$ cat src/rtl/mem_resp_align.sv
// Tracks outstanding memory requests and turns raw read words into aligned/extended load results.
// Define MEM_RESP_UNALIGN_EN to merge LWL/LWR responses with the old destination value.
module mem_resp_align #(
  parameter int DEPTH = 2
) (
  input  logic        clk,
  input  logic        resetn,
  input  logic        req_fire,
  input  logic        req_wr,
  input  logic [1:0]  req_size,
  input  logic        req_sign,
  input  logic        req_unalign_left,
  input  logic        req_unalign_right,
  input  logic [1:0]  req_addr_lo,
  input  logic [4:0]  req_waddr,
  input  logic [31:0] req_old,
  input  logic        data_data_ok,
  input  logic [31:0] data_rdata,
  input  logic        stall,
  output logic        resp_valid,
  output logic [4:0]  resp_waddr,
  output logic [31:0] resp_wdata,
  output logic        stall_resp,
  output logic        proto_err
);

  localparam int PTR_W = $clog2(DEPTH);
  localparam logic [PTR_W:0]   DEPTH_C = (PTR_W+1)'(DEPTH);
  localparam logic [PTR_W:0]   CNT_ONE = (PTR_W+1)'(1);
  localparam logic [PTR_W-1:0] PTR_ONE = PTR_W'(1);

  typedef struct packed {
    logic        wr;
    logic [1:0]  size;
    logic        sign;
`ifdef MEM_RESP_UNALIGN_EN
    logic        left;
    logic        right;
    logic [31:0] old;
`endif
    logic [1:0]  addr_lo;
    logic [4:0]  waddr;
  } meta_t;

  meta_t            mem [DEPTH];
  meta_t            in_meta;
  meta_t            head;
  logic [PTR_W-1:0] rd_ptr;
  logic [PTR_W-1:0] wr_ptr;
  logic [PTR_W:0]   count;
  logic             empty;
  logic             full;
  logic             push;
  logic             pop;

`ifndef MEM_RESP_UNALIGN_EN
  logic unused_unalign;
  assign unused_unalign = ^{req_unalign_left, req_unalign_right, req_old};
`endif

  always_comb begin
    in_meta         = '0;
    in_meta.wr      = req_wr;
    in_meta.size    = req_size;
    in_meta.sign    = req_sign;
    in_meta.addr_lo = req_addr_lo;
    in_meta.waddr   = req_waddr;
`ifdef MEM_RESP_UNALIGN_EN
    in_meta.left    = req_unalign_left;
    in_meta.right   = req_unalign_right;
    in_meta.old     = req_old;
`endif
  end

  assign head  = mem[rd_ptr];
  assign empty = (count == '0);
  assign full  = (count == DEPTH_C);
  assign pop   = data_data_ok && !empty;
  // A full FIFO still accepts a push when the head leaves in the same cycle.
  assign push  = req_fire && (!full || pop);

  always_ff @(posedge clk) begin
    if (push) mem[wr_ptr] <= in_meta;
  end

  always_ff @(posedge clk or negedge resetn) begin
    if (!resetn) begin
      rd_ptr <= '0;
      wr_ptr <= '0;
      count  <= '0;
    end else begin
      if (push) wr_ptr <= wr_ptr + PTR_ONE;
      if (pop)  rd_ptr <= rd_ptr + PTR_ONE;
      case ({push, pop})
        2'b10:   count <= count + CNT_ONE;
        2'b01:   count <= count - CNT_ONE;
        default: ;
      endcase
    end
  end

  logic [31:0] res;
  logic [4:0]  sh_b;
  logic [7:0]  lane_b;
  logic [15:0] lane_h;
`ifdef MEM_RESP_UNALIGN_EN
  logic [4:0]  sh_l;
`endif

  always_comb begin
    sh_b   = {head.addr_lo, 3'b000};
    lane_b = 8'(data_rdata >> sh_b);
    lane_h = head.addr_lo[1] ? data_rdata[31:16] : data_rdata[15:0];
    case (head.size)
      2'b00:   res = {{24{head.sign & lane_b[7]}}, lane_b};
      2'b01:   res = {{16{head.sign & lane_h[15]}}, lane_h};
      default: res = data_rdata;
    endcase
`ifdef MEM_RESP_UNALIGN_EN
    // sh_l is 8*(3-a): how far the word slides left for LWL.
    sh_l = 5'd24 - sh_b;
    if (head.left)
      res = (data_rdata << sh_l) | (head.old & ~(32'hFFFF_FFFF << sh_l));
    else if (head.right)
      res = (data_rdata >> sh_b) | (head.old & ~(32'hFFFF_FFFF >> sh_b));
`endif
  end

  // Output handshake: resp_valid=1 with stall=0 means the consumer takes the result at
  // this edge; with stall=1 the result stays put and the next one waits in the skid.
  logic        new_valid;
  logic        out_free;
  logic        drop;
  logic        err_set;
  logic        skid_valid;
  logic [4:0]  skid_waddr;
  logic [31:0] skid_wdata;

  assign new_valid = pop && !head.wr;
  assign out_free  = !resp_valid || !stall;
  assign drop      = new_valid && !out_free && skid_valid;
  assign err_set   = (req_fire && full && !pop) || (data_data_ok && empty) ||
                     (new_valid && head.size == 2'b11) || drop;

  always_ff @(posedge clk or negedge resetn) begin
    if (!resetn) begin
      resp_valid <= 1'b0;
      resp_waddr <= '0;
      resp_wdata <= '0;
      skid_valid <= 1'b0;
      skid_waddr <= '0;
      skid_wdata <= '0;
      proto_err  <= 1'b0;
    end else begin
      if (out_free) begin
        if (skid_valid) begin
          resp_valid <= 1'b1;
          resp_waddr <= skid_waddr;
          resp_wdata <= skid_wdata;
          skid_valid <= new_valid;
          if (new_valid) begin
            skid_waddr <= head.waddr;
            skid_wdata <= res;
          end
        end else begin
          resp_valid <= new_valid;
          if (new_valid) begin
            resp_waddr <= head.waddr;
            resp_wdata <= res;
          end
        end
      end else if (new_valid && !skid_valid) begin
        skid_valid <= 1'b1;
        skid_waddr <= head.waddr;
        skid_wdata <= res;
      end
      if (err_set) proto_err <= 1'b1;
    end
  end

  assign stall_resp = (!empty && !head.wr && !data_data_ok) || skid_valid;

endmodule

$ cat config.mk
export PLATFORM = sky130hd
export DESIGN_NAME = mem_resp_align
export DESIGN_NICKNAME = d
export VERILOG_FILES = /design/src/rtl/mem_resp_align.sv
export SDC_FILE = /design/constraint.sdc
export NUM_CORES = 1
export LEC_CHECK = 0
export CORE_UTILIZATION = 54
export DETAILED_ROUTE_END_ITERATION = 16
export PLACE_DENSITY = 0.94
export SLEW_MARGIN = 20
export SYNTH_ARGS = -nofsm -noshare
export SYNTH_HDL_FRONTEND = slang
export SYNTH_SLANG_ARGS = --single-unit
$ cat constraint.sdc
create_clock -name clk -period 2.95 [get_ports clk]
set_input_delay 0.885 -clock clk [delete_from_list [all_inputs] [get_ports clk]]
set_output_delay 0.885 -clock clk [all_outputs]
set_load 0.005 [all_outputs]
==> metrics.cfg, run 1 <==
[run_status]
run_status = finished clean

[yosys]
synth_largest_type_area_fraction_pct = 40.1
yosysMostFrequentCell = sky130_fd_sc_hd__dfrtp_1
synth.lib_cells_used.distinct = 49
netlist_area_um2 = 5060
post-synth-top-area-cell = sky130_fd_sc_hd__dfrtp_1
synth.area.top_cells = sky130_fd_sc_hd__dfrtp_1, sky130_fd_sc_hd__edfxtp_1, sky130_fd_sc_hd__nand2_1
synth_edf_count = 22
post_synth.cell_area_avg_um2 = 10.2
syn_nets = 579
synthFlopType = sky130_fd_sc_hd__dfrtp_1
synth_commonest_cells = sky130_fd_sc_hd__dfrtp_1, sky130_fd_sc_hd__nand2_1, sky130_fd_sc_hd__nor2_1, sky130_fd_sc_hd__o21ai_0, sky130_fd_sc_hd__a31oi_1
seq_area_frac_synth_pct = 53.1
synth-warning-count = 0
postSynth.asyncResetShare_pct = 78.6
synth_seq_cells = 103
syn-instance-count = 496

[timing]
maxSlewViolCount = 0
period_share_pct = 92.9
min_period_ps = 2740
final_hold_viols = 0
final.setup_skew_ps = 8.11
fin_ws_ps = 210
timing.max_slew.rel_slack_pct = 34.6
max_freq_mhz = 365
timing_worst_slew_pin_value_ps = 978
final-setup-viol-count = 0
finalSetupTns_ps = 0
rsz0062_at_grt = false

[layout]
layout-area-overhead-vs-synth_pct = 23.5
antenna-diode-count = 0
final_nets = 660
instances_no_fill = 690
layout-drive-gt1-share_pct = 8.76
fillers = 644
finish.utilization_pct = 70.3

[routing]
routed_wirelength_um = 13800
route.antenna.remaining_nets = 0
detailedRoute.firstIterationViolations = 427
drt_pass1_iterations = 6
drt_drc_violations_left = 0
vias_per_cell = 6.60
routedWlPerCell_um = 20.0
num_vias = 4556

[global_route]
grt_first_pass_wirelength_um = 22400
grt_antenna_before_repair = 0
pin_count_of_the_biggest_net_entering_global_routing = 58
first_global_vias = 4561
grt_overflow_total = 0
grt.total_usage_pct = 29.6

[clock_network]
tritoncts = built
cts_hold_buffers = 0
ctsLongestPathBuffers = 2
h-tree-depth = 3
clock_sink_count = 103
numCtsBuffers = 9
post-cts-setup-buffers = 0
clkLatencyLatePin_ps = 370
clk_transition_reported_paths_ps = 100
ctsRootBufferMaster = sky130_fd_sc_hd__clkbuf_8

[floorplanning]
die_area_um2 = 9760
floorplan.core_area_um2 = 8890
die_w_um = 98.8
pin_count = 122
fp-row-count = 34
die-height_um = 98.8
start_util_pct = 56.9

[power]
ir_drop_mv = 0.498
combPwrFrac_pct = 45.5
cell_internal_pwr_uw = 3610
pwr-share-seq_pct = 40.4
finalPower_uw = 5980
p_leak_uw = 0.00246
pwr_density_cell_nw_per_um2 = 956
p_clk_share_pct = 14.1
power_switching_share_pct = 39.6
switchingPower_uw = 2370

[placement]
routabilityCongestion = 0.880
port-buffer-count = 87
dp_slack_ps = -89.3
post-place-cells = 674
hpwl_um = 9670

[worst_setup_path]
worst-path-max-fanout = 2
critical_path_sink_type = output port
timing.critical_path.arrival_ps = 1850
critPathRequiredTime_ps = 2070
kind_of_start_point_of_the_critical_path = input port
path_class = input port to output port

[min_path]
hold_class = input port to asynchronous set/reset pin

[job]
max_cap_viol_count = 0

## flip-flops by register name, summed over array words and instances (netlist names)
signal / cells
skid_valid: 1
skid_waddr: 5
resp_wdata: 32
wr_ptr: 1
skid_wdata: 32
resp_waddr: 5
proto_err: 1
count: 2
mem: 22
resp_valid: 1
rd_ptr: 1
## repair_timing
| action | CTS | global route |
|---|---|---|
| endpoints found under the hold margin | 0 | 0 |
| resized for setup | 2 | 0 |
| setup endpoints to repair | 1 | 0 |
## per-layer routing
| metal | GRT usage, % | vias up | share of wire, % |
|---|---|---|---|
| met4 | 13.5 | 0 | 4.0 |
| met1 | 37.3 | 2189 | 38 |
| met3 | 6.10 | 56 | 8.9 |
| met2 | 49.4 | 299 | 49 |
| met5 | 0 | - | 0 |
| li1 | - | 2012 | - |
## layout by cell type, fill, tap and decap left out, drive strengths merged, types with 5 or more instances in the layout
master,n
a21oi,7
nor3,5
clkbuf,9
inv,9
a31oi,32
nor4b,15
a22oi,23
nor2,52
a2111oi,17
nand2b,8
buf,21
nand2,60
mux2i,17
a221oi,9
edfxtp,22
o21ai,59
clkdlybuf4s50,85
o31ai,15
dfrtp,81
## stage by stage
stage / area (um2) / hold WS [ps]
finish: 6250 / 435
global route: 6250 / 455
CTS: 6250 / 437
detailed placement: 6060 / 469
global placement: 6060 / 459
floorplan: 5060 / 447
## power by group through the flow
stage,combinational [uW],sequential (uW),clock [uW]
4_1_cts,2690,2400,844
2_1_floorplan,1630,2360,0
3_3_place_gp,2550,2380,0
3_5_place_dp,2680,2430,0
5_1_grt,2980,2470,902
6_report,2720,2410,843
## cell type report
cell class / count / area [um2] / share of cell area, %
repair buffers: 107 / 1040 / 16.7
multi-input cells: 349 / 2180 / 34.8
clock buffers: 9 / 124 / 1.98
flip-flops and latches: 103 / 2690 / 43.0
well taps: 108 / 135 / 2.16
inverters: 7 / 26.3 / 0.421
clock inverters: 7 / 56.3 / 0.901
## kinds of logic after synthesis
family | count (synthesis) | synth area share, %
simple gates | 151 | 14.0
buf+inv | 44 | 4.13
compound gates | 172 | 23.5
flops | 103 | 53.1
fa+ha+maj | 1 | 0.247
xor+xnor | 5 | 0.865
mux | 20 | 4.18
## critical path, cell delays in order
cell	delay, ps
sky130_fd_sc_hd__clkdlybuf4s50_1	450
sky130_fd_sc_hd__o31ai_2	260
sky130_fd_sc_hd__dlygate4sd2_1	260
## worst paths after layout
check                           cells past startpoint  slack, ps                       start                    endpoint
min in group clk                                    2        490  skid_wdata[12]$_DFFE_PN0P_  skid_wdata[12]$_DFFE_PN0P_
max in group asynchronous                           2       1900                      resetn  skid_wdata[24]$_DFFE_PN0P_
worst max register to register                      7        510          rd_ptr$_DFFE_PN0N_  resp_wdata[20]$_DFFE_PN0P_
worst min register to register                      2        490  skid_wdata[12]$_DFFE_PN0P_  skid_wdata[12]$_DFFE_PN0P_
worst max-delay path                                3        210                data_data_ok                  stall_resp
worst min-delay path                                1        430                      resetn  resp_wdata[14]$_DFFE_PN0P_
No activity file was read; power rests on OpenSTA's default activity.
==> inputs of run 2 (changes only) <==
CAP_MARGIN = 20   (was not set)
==> results of run 2 <==
The final DEF is identical to that of run 1; final timing and power are the same.
==> inputs of run 3 (changes only) <==
CORE_UTILIZATION = 30   (was 54)
PLACE_DENSITY = 0.61   (was 0.94)
==> run 3 against run 2 <==
Cell area up 4.6%; critical path type unchanged; die area up 78%; flip-flop and latch count unchanged; maximum frequency up 1.3%; utilization down 31 points; final cell count up 16%; worst hold slack better by 47 ps; routed wire length up 8.2%; largest power group unchanged.
==> metrics.cfg, run 3 (same netlist as run 1, synthesis figures left out) <==
[floorplanning]
start_util_pct = 30.6  ; -26 points
die_w_um = 132  ; +33%
floorplan.core_area_um2 = 16500  ; +86%
die_area_um2 = 17400  ; +78%
fp-row-count = 47  ; +38%
pin_count = 122  ; unchanged
die-height_um = 132  ; +33%

[layout]
layout-area-overhead-vs-synth_pct = 29.2
layout.cell_area.non_filler_um2 = 6540  ; +4.6%
mostFrequentLayoutCells = sky130_fd_sc_hd__clkdlybuf4s50_1, sky130_fd_sc_hd__dfrtp_1, sky130_fd_sc_hd__nand2_1, sky130_fd_sc_hd__nor2_1, sky130_fd_sc_hd__o21ai_0
antenna-diode-count = 0  ; unchanged
fillers = 1609  ; +150%
final_common_cell = sky130_fd_sc_hd__clkdlybuf4s50_1
largest_registers = resp_wdata: 32 flops, skid_wdata: 32 flops, mem: 22 flops
finish.utilization_pct = 39.5  ; -31 points
layout-drive-gt1-share_pct = 8.26  ; -0.50 points
final_nets = 659  ; -0.15%

[worst_setup_path]
timing.critical_path.arrival_ps = 1820  ; -30 ps
startpoint = data_data_ok
path_class = input port to output port
worst-path-max-fanout = 2  ; unchanged
kind_of_start_point_of_the_critical_path = input port
critical_path_sink_type = output port
timing.reg2reg.worst_path_depth = 6  ; -1
critPathRequiredTime_ps = 2070  ; about the same
worstReg2RegStart = rd_ptr$_DFFE_PN0N_

[timing]
fin_ws_ps = 245  ; +34.9 ps
rsz0062_at_grt = false
timing.max_slew.rel_slack_pct = 36.8  ; +2.2 points
finalSetupTns_ps = 0  ; unchanged
hold-worst-slack_ps = 482  ; +46.9 ps
maxSlewViolCount = 0  ; unchanged
final.setup_skew_ps = 8.74  ; +0.629 ps
timing_worst_slew_pin_value_ps = 945  ; -33.5 ps
final-setup-viol-count = 0  ; unchanged
min_period_ps = 2700  ; -34.9 ps
final_hold_viols = 0  ; unchanged
period_share_pct = 91.7  ; -1.2 points
max_freq_mhz = 370  ; +1.3%

[routing]
drt_pass1_iterations = 5  ; -1
routed_wirelength_um = 15000  ; +8.2%
wirelength_met1_um = 6510  ; +24%
drt_drc_violations_left = 0  ; unchanged
num_vias = 4382  ; -3.8%
route.antenna.remaining_nets = 0  ; unchanged
routedWlPerCell_um = 18.7  ; -6.8%
met2_wirelength_um = 7240  ; +6.3%
met3_wirelength_um = 892  ; -27%
top_layer = met4
detailedRoute.firstIterationViolations = 354  ; -17%
vias_per_cell = 5.47  ; -17%

[min_path]
hp-start = skid_wdata[4]$_DFFE_PN0P_
hold-path-cell-count = 2
hold_class = flip-flop to flip-flop

[clock_network]
h-tree-depth = 3  ; unchanged
ctsLongestPathBuffers = 2  ; unchanged
clk_transition_reported_paths_ps = 60  ; -40 ps
clkLatencyLatePin_ps = 350  ; -20 ps
cts_hold_buffers = 0  ; unchanged
tritoncts = built
numCtsBuffers = 9  ; unchanged
ctsRootBufferMaster = sky130_fd_sc_hd__clkbuf_16
clock_sink_count = 103  ; unchanged

[global_route]
grt_antenna_before_repair = 0  ; unchanged
grt.total_usage_pct = 17.4  ; -12 points
pin_count_of_the_biggest_net_entering_global_routing = 58  ; unchanged
first_global_vias = 4327  ; -5.1%
grt_first_pass_wirelength_um = 23600  ; +5.2%
grt_overflow_total = 0  ; unchanged

[power]
pwr_density_cell_nw_per_um2 = 981  ; +2.6%
combPwrFrac_pct = 42.4  ; -3.1 points
power_switching_share_pct = 36.8  ; -2.8 points
ir_drop_mv = 0.415  ; -17%
pwr-share-seq_pct = 37.6  ; -2.8 points
cell_internal_pwr_uw = 4050  ; +12%
p_clk_share_pct = 20.0  ; +5.9 points
p_leak_uw = 0.00254  ; +3.0%
switchingPower_uw = 2360  ; -0.36%

[placement]
routabilityCongestion = 0.785  ; -11%
total_cell_area_at_the_placement_stage_um2 = 6220  ; +2.6%
hpwl_um = 10400  ; +7.1%
dp_slack_ps = -39.0  ; +50.3 ps
port-buffer-count = 87  ; unchanged

[run_status]
run_status = finished clean

[job]
max_cap_viol_count = 0  ; unchanged

## run 3: cell count changes in the layout (fill, tap and decap cells not counted), moves of 2 or more
cell | previous run | this run
sky130_fd_sc_hd__buf_12 | 2 | 4
sky130_fd_sc_hd__clkinvlp_4 | 2 | 0
sky130_fd_sc_hd__clkbuf_16 | 0 | 9
sky130_fd_sc_hd__clkbuf_1 | 0 | 2
sky130_fd_sc_hd__bufinv_16 | 0 | 2
sky130_fd_sc_hd__buf_4 | 19 | 16
sky130_fd_sc_hd__clkbuf_8 | 9 | 0
## run 3: worst paths after layout
path	to	slack, ps
worst min-delay path	skid_wdata[4]$_DFFE_PN0P_	480
worst min register to register	skid_wdata[4]$_DFFE_PN0P_	480
worst max-delay path	stall_resp	250
max in group asynchronous	skid_waddr[2]$_DFFE_PN0P_	1760
worst max register to register	skid_wdata[29]$_DFFE_PN0P_	540
min in group asynchronous	skid_wdata[13]$_DFFE_PN0P_	550
## run 3: area by class of cell
class                           count  area, um2  area share [%]
Multi-Input combinational cell    349       2170            33.2
Tap cell                          220        275            4.21
Timing Repair Buffer              106       1060            16.2
Inverter                            7       26.3           0.402
Clock buffer                       11        233            3.56
Sequential cell                   103       2690            41.1
Clock inverter                      5       82.6            1.26
## run 3: power by group through the flow
stage          clock network, uW  registers, uW  logic, uW
3_3_place_gp                   0           2400       2650
5_1_grt                     1360           2470       2990
3_5_place_dp                   0           2430       2730
4_1_cts                     1300           2410       2740
2_1_floorplan                  0           2360       1630
6_report                    1280           2410       2720
## run 3: metal layers
layer / vias up / track usage (%)
li1: 2017 / -
met1: 2170 / 22.3
met2: 171 / 29.0
met3: 24 / 4.19
met4: 0 / 5.62
met5: - / 0
## run 3: per-stage QoR
| stage | total power [uW] | cells |
|---|---|---|
| 2_1_floorplan | 3990 | 496 |
| 3_3_place_gp | 5060 | 785 |
| 3_5_place_dp | 5160 | 785 |
| 4_1_cts | 6450 | 801 |
| 5_1_grt | 6820 | 801 |
| 6_report | 6410 | 801 |
## run 3: critical path, stage by stage
cell	delay, ps
sky130_fd_sc_hd__clkdlybuf4s50_1	420
sky130_fd_sc_hd__o31ai_1	250
sky130_fd_sc_hd__dlygate4sd2_1	260
## run 3: repair_timing
item,CTS,global route
buffers inserted,0,0
setup endpoints to repair,1,0
gates resized for setup,1,0
